[src/rtl/mem_port_arbiter.sv]
// rtl/mem_port_arbiter.sv - data-memory port arbiter between CPU load/store path and boot-loader writes
// Defining ARB_PERF_EN adds saturating perf_cpu_stall / perf_ld_wait counters.
module mem_port_arbiter #(
    parameter int MAX_CPU_STREAK = 8,
    parameter int TIMEOUT_CYCLES = 255
) (
    input  logic        clock,
    input  logic        reset,
    input  logic        cpu_rd,
    input  logic        cpu_wr,
    input  logic [31:0] cpu_addr,
    input  logic [31:0] cpu_wdata,
    input  logic [1:0]  cpu_size,
    output logic [31:0] cpu_rdata,
    output logic        cpu_ack,
    output logic        cpu_stall,
    input  logic        ld_req,
    input  logic [31:0] ld_addr,
    input  logic [31:0] ld_wdata,
    output logic        ld_ack,
    output logic        mem_rd,
    output logic        mem_wr,
    output logic [31:0] mem_addr,
    output logic [31:0] mem_wdata,
    output logic [1:0]  mem_size,
    input  logic [31:0] mem_rdata,
    input  logic        mem_ready,
`ifdef ARB_PERF_EN
    output logic [15:0] perf_cpu_stall,
    output logic [15:0] perf_ld_wait,
`endif
    output logic        err
);
    typedef enum logic [1:0] {IDLE, CPU_BUSY, LD_BUSY, ACK} state_e;
    localparam int SW = $clog2(MAX_CPU_STREAK + 1);
    localparam int TW = $clog2(TIMEOUT_CYCLES + 1);

    state_e        state_q, state_d;
    logic [SW-1:0] streak_q, streak_d;
    logic [TW-1:0] tmo_q, tmo_d;
    logic          mem_rd_q, mem_rd_d, mem_wr_q, mem_wr_d;
    logic [31:0]   mem_addr_q, mem_addr_d, mem_wdata_q, mem_wdata_d;
    logic [31:0]   cpu_rdata_q, cpu_rdata_d;
    logic [1:0]    mem_size_q, mem_size_d;
    logic          cpu_ack_q, cpu_ack_d, ld_ack_q, ld_ack_d, err_q, err_d;
    logic          cpu_req, busy, grant_cpu, grant_ld, tmo_hit, xfer_done;

    assign cpu_req   = cpu_rd | cpu_wr;
    assign busy      = (state_q == CPU_BUSY) || (state_q == LD_BUSY);
    // A waiting loader wins a tie only once the CPU has used up its streak allowance.
    assign grant_cpu = (state_q == IDLE) && cpu_req &&
                       (!ld_req || (streak_q < SW'(MAX_CPU_STREAK)));
    assign grant_ld  = (state_q == IDLE) && ld_req && !grant_cpu;
    assign tmo_hit   = busy && !mem_ready && (tmo_q == TW'(TIMEOUT_CYCLES - 1));
    assign xfer_done = busy && (mem_ready || tmo_hit);

    always_ff @(posedge clock or posedge reset) begin
        if (reset) state_q <= IDLE;
        else       state_q <= state_d;
    end

    always_comb begin
        state_d = state_q;
        case (state_q)
            IDLE: begin
                if (grant_cpu)     state_d = CPU_BUSY;
                else if (grant_ld) state_d = LD_BUSY;
            end
            CPU_BUSY, LD_BUSY: if (xfer_done) state_d = ACK;
            ACK:      state_d = IDLE;
            default:  state_d = IDLE;
        endcase
    end

    always_comb begin
        mem_rd_d    = mem_rd_q;
        mem_wr_d    = mem_wr_q;
        mem_addr_d  = mem_addr_q;
        mem_wdata_d = mem_wdata_q;
        mem_size_d  = mem_size_q;
        cpu_rdata_d = cpu_rdata_q;
        cpu_ack_d   = 1'b0;
        ld_ack_d    = 1'b0;
        err_d       = err_q;
        streak_d    = streak_q;
        tmo_d       = tmo_q;
        if (grant_cpu) begin
            mem_wr_d    = cpu_wr;
            mem_rd_d    = ~cpu_wr;
            mem_addr_d  = cpu_addr;
            mem_wdata_d = cpu_wdata;
            mem_size_d  = cpu_size;
            tmo_d       = '0;
            if (!ld_req)
                streak_d = '0;
            else if (streak_q != SW'(MAX_CPU_STREAK))
                streak_d = streak_q + SW'(1);
        end else if (grant_ld) begin
            mem_wr_d    = 1'b1;
            mem_rd_d    = 1'b0;
            mem_addr_d  = ld_addr;
            mem_wdata_d = ld_wdata;
            mem_size_d  = 2'b11;
            tmo_d       = '0;
            streak_d    = '0;
        end else if (xfer_done) begin
            mem_rd_d  = 1'b0;
            mem_wr_d  = 1'b0;
            cpu_ack_d = (state_q == CPU_BUSY);
            ld_ack_d  = (state_q == LD_BUSY);
            if (tmo_hit) begin
                err_d = 1'b1;
                if (state_q == CPU_BUSY) cpu_rdata_d = '0;
            end else if ((state_q == CPU_BUSY) && mem_rd_q) begin
                cpu_rdata_d = mem_rdata;
            end
        end else if (busy) begin
            tmo_d = tmo_q + TW'(1);
        end
    end

    always_ff @(posedge clock or posedge reset) begin
        if (reset) begin
            mem_rd_q    <= 1'b0;
            mem_wr_q    <= 1'b0;
            mem_addr_q  <= '0;
            mem_wdata_q <= '0;
            mem_size_q  <= '0;
            cpu_rdata_q <= '0;
            cpu_ack_q   <= 1'b0;
            ld_ack_q    <= 1'b0;
            err_q       <= 1'b0;
            streak_q    <= '0;
            tmo_q       <= '0;
        end else begin
            mem_rd_q    <= mem_rd_d;
            mem_wr_q    <= mem_wr_d;
            mem_addr_q  <= mem_addr_d;
            mem_wdata_q <= mem_wdata_d;
            mem_size_q  <= mem_size_d;
            cpu_rdata_q <= cpu_rdata_d;
            cpu_ack_q   <= cpu_ack_d;
            ld_ack_q    <= ld_ack_d;
            err_q       <= err_d;
            streak_q    <= streak_d;
            tmo_q       <= tmo_d;
        end
    end

    assign mem_rd    = mem_rd_q;
    assign mem_wr    = mem_wr_q;
    assign mem_addr  = mem_addr_q;
    assign mem_wdata = mem_wdata_q;
    assign mem_size  = mem_size_q;
    assign cpu_rdata = cpu_rdata_q;
    assign cpu_ack   = cpu_ack_q;
    assign ld_ack    = ld_ack_q;
    assign err       = err_q;
    assign cpu_stall = cpu_req & ~cpu_ack_q;

`ifdef ARB_PERF_EN
    logic [15:0] perf_stall_q, perf_wait_q;

    always_ff @(posedge clock or posedge reset) begin
        if (reset) begin
            perf_stall_q <= '0;
            perf_wait_q  <= '0;
        end else begin
            if (cpu_stall && (perf_stall_q != 16'hFFFF))
                perf_stall_q <= perf_stall_q + 16'd1;
            if (ld_req && !ld_ack_q && (perf_wait_q != 16'hFFFF))
                perf_wait_q <= perf_wait_q + 16'd1;
        end
    end

    assign perf_cpu_stall = perf_stall_q;
    assign perf_ld_wait   = perf_wait_q;
`endif
endmodule

[config.mk]
export PLATFORM = sky130hd
export DESIGN_NAME = mem_port_arbiter
export DESIGN_NICKNAME = d
export VERILOG_FILES = /design/src/rtl/mem_port_arbiter.sv
export SDC_FILE = /design/constraint.sdc
export NUM_CORES = 1
export LEC_CHECK = 0
export CORE_UTILIZATION = 43
export DETAILED_ROUTE_END_ITERATION = 6
export PLACE_DENSITY = 0.87
export SLEW_MARGIN = 10
export SYNTH_ARGS = -nofsm -noshare
export SYNTH_HDL_FRONTEND = slang
export SYNTH_SLANG_ARGS = --single-unit
[constraint.sdc]
create_clock -name clock -period 10.7 [get_ports clock]
set_input_delay 2.14 -clock clock [delete_from_list [all_inputs] [get_ports clock]]
set_output_delay 2.14 -clock clock [all_outputs]
set_load 0.03 [all_outputs]
[Word-level counts from Yosys, hierarchy flattened]
Index checks and enable logic that the tools add are counted.
Cells by class
  add/sub/neg operators: 2
  $lt $le $gt $ge: 1
  equality and inequality tests: 10
  muxes and demuxes: 32
  bitwise gates (word level): 6
  reduce and logical (&&, ||, !) cells: 25
Operator list (number)
  $mux W32: 7
  $mux W8: 4
  $mux W4: 4
  $mux W1: 11
  $mux W2: 5
  $add A8 B1 Y8 const B: 1
  $eq A8 B8 Y1 const B: 1
  $logic_and A1 B1 Y1: 8
  $ne A3 B3 Y1 const B: 2
  $pmux W2 S3: 1
  $reduce_and A2 Y1: 3
  $reduce_bool A3 Y1: 2
  $reduce_and A5 Y1: 1
  $add A4 B1 Y4 const B: 1
  $eq A2 B2 Y1 const B: 2
  $lt A4 B4 Y1 const B: 1
  $ne A4 B4 Y1 const B: 1
  $not A1 Y1: 4
  $reduce_and A4 Y1: 1
  $reduce_bool A2 Y1: 2
  $logic_not A1 Y1: 3
  $logic_or A1 B1 Y1: 3
  $ne A3 B2 Y1 const B: 1
  $eq A2 B1 Y1 const B: 1
  other kinds (6): 6
Storage, ports and cells
  register bits: 117
  input bits: 168
  output and inout bits: 104
  logic and storage cells: 88

[Depth between registers and ports, before layout]
Gate-level depths: netlist of run 1.
  depth after elaboration: 9
  gate-level depth with buffers: 9

[Worst setup path after synthesis of run 1]
OpenSTA, ideal clock, no wires.
  kind: input to output
  start point: input cpu_wr
  end point: output cpu_stall
  arrival: 2568 ps
  required time: 8560 ps
  path slack: 5992 ps
  stages: 2
  buffers on the path: 0
  cell sequence: nor2_1 nor2_1
On the way
  cells in the longest elaborated chain, start to end: 2
Ends and longest elaborated chain
  from (decl): line 10  | input logic cpu_wr,
  $or A1 B1 Y1: line 48  | assign cpu_req = cpu_rd | cpu_wr;
  $and A1 B1 Y1: line 159  | assign cpu_stall = cpu_req & ~cpu_ack_q;
  to (decl): line 16  | output logic cpu_stall,
No other way between the ends.

[Worst setup path in the final report of run 1]
Same ends and word-level chain as after synthesis.

==> results of run 1 <==
-- worst paths after layout --
kind / from / endpoint
max: cpu_wr / cpu_stall
min: err / err
max reg2reg: state_q[1] / mem_addr[16]
min reg2reg: err / err
max in group asynchronous: reset / mem_wdata[27]
min in group asynchronous: reset / cpu_rdata[5]
-- metrics by stage --
step,std cells,power (mW),hold slack (ps)
2_1_floorplan,531,1.48,448
3_3_place_gp,913,1.97,448
3_5_place_dp,913,2.02,466
4_1_cts,944,2.53,477
5_1_grt,944,2.65,495
6_report,944,2.52,475
-- cells by family (layout without fill, tap and decap cells) --
| group | after synthesis | in the layout |
|---|---|---|
| compound gates | 185 | 185 |
| simple gates | 172 | 172 |
| flops | 117 | 117 |
| buf+inv | 43 | 313 |
| fa+ha+maj | 8 | 8 |
| xor+xnor | 3 | 3 |
| mux | 3 | 3 |
-- routing by layer --
metal / routed length (um) / up-vias / share of wire
li1: - / 2356 / -
met1: 6070 / 2432 / 0.37
met2: 8150 / 267 / 0.50
met3: 1510 / 47 / 0.093
met4: 602 / 0 / 0.037
met5: 0 / - / 0
-- worst max-delay path: cells and delay by family --
kind | cells | cell delay, ps
buf+inv | 2 | 1310
simple gates | 2 | 220
-- flip-flops by register name (all words and copies together) (netlist names) --
| register | count |
|---|---|
| err | 1 |
| mem_rd | 1 |
| mem_wr | 1 |
| tmo_q | 8 |
| mem_wdata | 32 |
| ld_ack | 1 |
| mem_size | 2 |
| cpu_rdata | 32 |
| cpu_ack | 1 |
| state_q | 2 |
| streak_q | 4 |
| mem_addr | 32 |
-- report_power, final --
| part | internal, mW | switching, mW |
|---|---|---|
| logic | 0.518 | 0.770 |
| clock network | 0.309 | 0.190 |
| registers | 0.626 | 0.106 |
| total | 1.45 | 1.07 |
-- cell type report --
class                      instances  area, um^2
timing repair buffer             276        2750
inverter                           6        25.0
multi-input combinational        371        2000
clock buffer                      21         470
sequential                       117        2930
tap                              143         179
fill                             816        3110
clock inverter                    10        57.6
-- placed cells by master (no fill, tap or decap), types with 3 or more instances in the layout --
| cell type | netlist | layout |
|---|---|---|
| buf_4 | 1 | 5 |
| a22o_1 | 30 | 30 |
| nor2_1 | 74 | 74 |
| clkbuf_8 | 0 | 3 |
| nand2_1 | 76 | 75 |
| o211ai_1 | 4 | 4 |
| clkinv_2 | 0 | 7 |
| clkbuf_16 | 0 | 17 |
| a21oi_1 | 129 | 129 |
| clkdlybuf4s50_1 | 0 | 271 |
| inv_1 | 6 | 5 |
| clkinvlp_4 | 0 | 3 |
| nand3_1 | 6 | 6 |
| o21ai_0 | 4 | 4 |
| ha_1 | 8 | 8 |
| dfrtp_1 | 117 | 117 |
==> metrics.txt, run 1 <==
largest family of logic cells by synthesized area compound AO/OA/AOI/OAI gates; Total Nets Final ~970; top cell type by total area after synthesis dfrtp_1; Register-to-Register Path Depth 7; number of vias per cell around 5.4; Fmax around 170 MHz; number of flops mapped to enable cells by yosys 0; PwrDens 299 nW/um^2; CP arrival around 3700 ps; cell area after synthesis 5120 um^2; # DRC 40; syn avg cell area just under 10 um^2; Post-Synth Simple-Gate Area 0.141; clock skew 6.91 ps; failing checks design-rule violations; core box area ~12,000 um^2; Cell variety after synth 43; starting density of the core 0.445; largest net degree at the start of global routing 80; Seq cells post-synth roughly 120; crit start category primary input; ys async rst share 1.00; initial antenna violation count 0; WP data required ~8600 ps; Post-CTS Setup Inserts 0; layer carrying the most global-route usage met2; fin crit share 0.542; Max VDD drop roughly 0.00018 V; cts repair resizes 0; GRT overflow 0; initial drt markers roughly 260; layout cells sized above 1 0.0599; count leader, synth a21oi_1; Max stage delay cell, worst path clkdlybuf4s50_1; CTS buffer count 17; insertion delay to the later sink of the worst-skew pair 410 ps; clk buf depth 2; die height between 100 and 150 um; status finished with violations; mux cell area share after synthesis 0.00611; CTS Root Cell clkbuf_16; R2R setup slack 8160 ps; compound-gate portion of the synthesized area 0.215; final setup margin 4900 ps; ANT nets after route 0; Worst Tran Pin Value approximately 1200 ps; LEAKAGE roughly 3.7 nW; vias after detailed routing about 5,100; met2 Usage GRT 0.465; met3 GRT Util 0.100; num rows 39; GR Util All Layers 0.271; number of global-route vias before repair approximately 5,400; Sink Count between 100 and 150; Tmin final roughly 5800 ps; Synth Net Count 707; hold-critical path depth 1; Area growth, synth to finish 64.2%; yosys warns 0; H-tree depth 4; max incr delay on CP between 600 and 700 ps; XOR/XNOR Fraction of Synth Area 0.00513; cts hold-fix bufs 0; hpwl dp approximately 11,000 um; max_slew headroom 0.181; Crit Path Max Fanout 6; Top FF cell, synth dfrtp_1; RSZ-0062 raised after global routing no; DR WL/cell approximately 17 um; pre-CTS setup slack 4920 ps; Routed Wire Length roughly 16,000 um; Die ar. between 10,000 and 15,000 um^2; Seq/Total Area, Yosys 0.572; Hold Path Class reg2reg; adder-cell area share of the yosys netlist 0.0196; Die X about 110 um; final setup fails 0; post-route design area roughly 8400 um^2; Cell Area, Placed between 7000 and 8000 um^2; Clk pin slew, worst setup/hold paths 50 ps; max_cap viols 0; setup_tns 0 ps; Final Hold Violating Endpoints 0; GR Util met1 0.288; max-slew violation count 0; TritonCTS clock tree yes; kind of end point of the critical path output port; Post-Syn Instances between 500 and 600; gpl congestion ~0.81; PortBufs between 200 and 300; synth top area cells dfrtp_1 (57%), a21oi_1 (13%), nand2_1 (5.6%); Pre-antenna DRT Iters 7; crit-path cells clkdlybuf4s50_1, nor2_1, nor2_1, clkdlybuf4s50_1; n_diodes 0; crit path kind in2out; share of the synthesized area in the top cell type 0.572; first-pass GRT wire length between 20,000 and 30,000 um; Ports 272; fin util 0.730; top post-synthesis cells by count a21oi_1 (129), dfrtp_1 (117), nand2_1 (76), nor2_1 (74), a22o_1 (30)
(Power assumes the default switching activity.)
==> inputs of run 2 (changes only) <==
- CORE_UTILIZATION: 43 -> 40
- PLACE_DENSITY: 0.87 -> 0.82
- clock period: 10.7 -> 5.49 ns (I/O delays scaled with it)
==> run 2 against run 1 <==
Effect of this change:
- the flow now finishes without violations
- sequential share of layout area shrank 0.64 points
- sequential power is 95% higher
- count of clock-buffer cells in the layout up 1
- critical path depth stayed put
- design area grew 1.9%
- highest routed layer unchanged
- combinational power rose by 95%
- worst setup slack got worse by 3100 ps
- clock skew is essentially flat
- critical endpoint unchanged
- global-route usage fell by 1.8 points
- via count about the same
- hold slack gained 12 ps
==> metrics.txt, run 2 (synthesized netlist as in run 1, its figures left out) <==
Hold Path Class reg2reg; Buf+Inv Stages, Crit Path 2; Worst Tran Pin Value a little under 1000 ps; core box area 12,300 um^2; clock skew between 7 and 8 ps; kind of end point of the critical path output port; Pre-antenna DRT Iters 4; Clk pin slew, worst setup/hold paths ~50 ps; LEAKAGE ~3.8 nW; GRT overflow 0; Max stage delay cell, worst path clkdlybuf4s50_1; vias after detailed routing between 5,000 and 6,000; H-tree depth 4; layout cells sized above 1 0.0623; most frequent cells in the layout clkdlybuf4s50_1 (271), a21oi_1 (129), dfrtp_1 (117), nand2_1 (75), nor2_1 (74); CP arrival between 2000 and 3000 ps; cts hold-fix bufs 0; CTS buffer count 17; CTS Root Cell clkbuf_16; R2R setup slack ~2900 ps; Routed Wire Length between 15,000 and 20,000 um; WP data required 4390 ps; insertion delay to the later sink of the worst-skew pair 410 ps; largest delay contributor family on the critical path buffers and inverters; starting density of the core 0.418; max_cap viols 0; max-slew violation count 0; Max VDD drop around 0.00033 V; PortBufs about 270; Post-CTS Setup Inserts 0; DR WL/cell between 15 and 20 um; fin crit share 0.671; Total Nets Final 966; Area growth, synth to finish 67.3%; Sink Count about 120; Die X around 120 um; RSZ-0062 raised after global routing no; Final Hold Violating Endpoints 0; setup_tns 0 ps; Fmax ~270 MHz; die height around 120 um; Tmin final roughly 3700 ps; # DRC 0; fillers slightly above 900; crit-path cells clkdlybuf4s50_1, nor2_1, nor2_1, clkdlybuf4s50_1; most common cell after layout, fill and taps aside clkdlybuf4s50_1; n_diodes 0; hpwl dp roughly 11,000 um; largest net degree at the start of global routing 77; Crit Path Max Fanout 6; fin util 0.699; initial antenna violation count 0; Power Total between 5 and 6 mW; hold slack a little under 500 ps; gpl congestion slightly above 0.8; PwrDens roughly 600 nW/um^2; number of vias per cell 5.26; max incr delay on CP about 690 ps; number of global-route vias before repair ~5,200; ANT nets after route 0; first-pass GRT wire length ~26,000 um; max_slew headroom 0.340; Ports about 270; final setup fails 0; status finished clean; initial drt markers about 270; num rows 40; TritonCTS clock tree yes; crit start category primary input; clk buf depth 2; Die ar. 13,300 um^2; GR Util All Layers 0.254; cts repair resizes 0; crit path kind in2out
-- run 2: layout make-up --
class                           instances  area, um^2  share of cell area
Timing Repair Buffer                  277        2760               0.322
Sequential cell                       117        2930               0.342
Clock buffer                           22         494              0.0577
Clock inverter                          9         148              0.0172
Tap cell                              168         210              0.0245
Multi-Input combinational cell        371        2000               0.234
Inverter                                6        25.0             0.00292
-- run 2: per-stage QoR --
stage / setup slack [ps] / area (um^2) / std cells
final: 1810 / 8570 / 970
after global routing: 1730 / 8570 / 970
after CTS: 1790 / 8560 / 970
after detailed placement: 1790 / 7920 / 939
after global placement: 1810 / 7920 / 939
after floorplan: 1290 / 5120 / 531
-- run 2: metal layers --
layer | track usage | vias up | wire length [um]
met3 | 0.0917 | 39 | 1500
met5 | 0 | - | 0
li1 | - | 2361 | -
met4 | 0.136 | 0 | 531
met2 | 0.427 | 239 | 8040
met1 | 0.282 | 2462 | 6440
-- run 2: final timing paths --
path	startpoint	to	cells after the start
min reg2reg	err	err	1
min in group asynchronous	reset	cpu_rdata[11]	3
min	err	err	1
max in group asynchronous	reset	mem_wdata[3]	3
max	cpu_wr	cpu_stall	4
max reg2reg	state_q[0]	mem_wdata[28]	7
-- run 2: power by group --
group          switching, mW  internal [mW]  leakage, nW
logic                   1.50           1.01         2.04
registers              0.211           1.22         1.41
clock network          0.384          0.814        0.318
total                   2.09           3.04         3.77
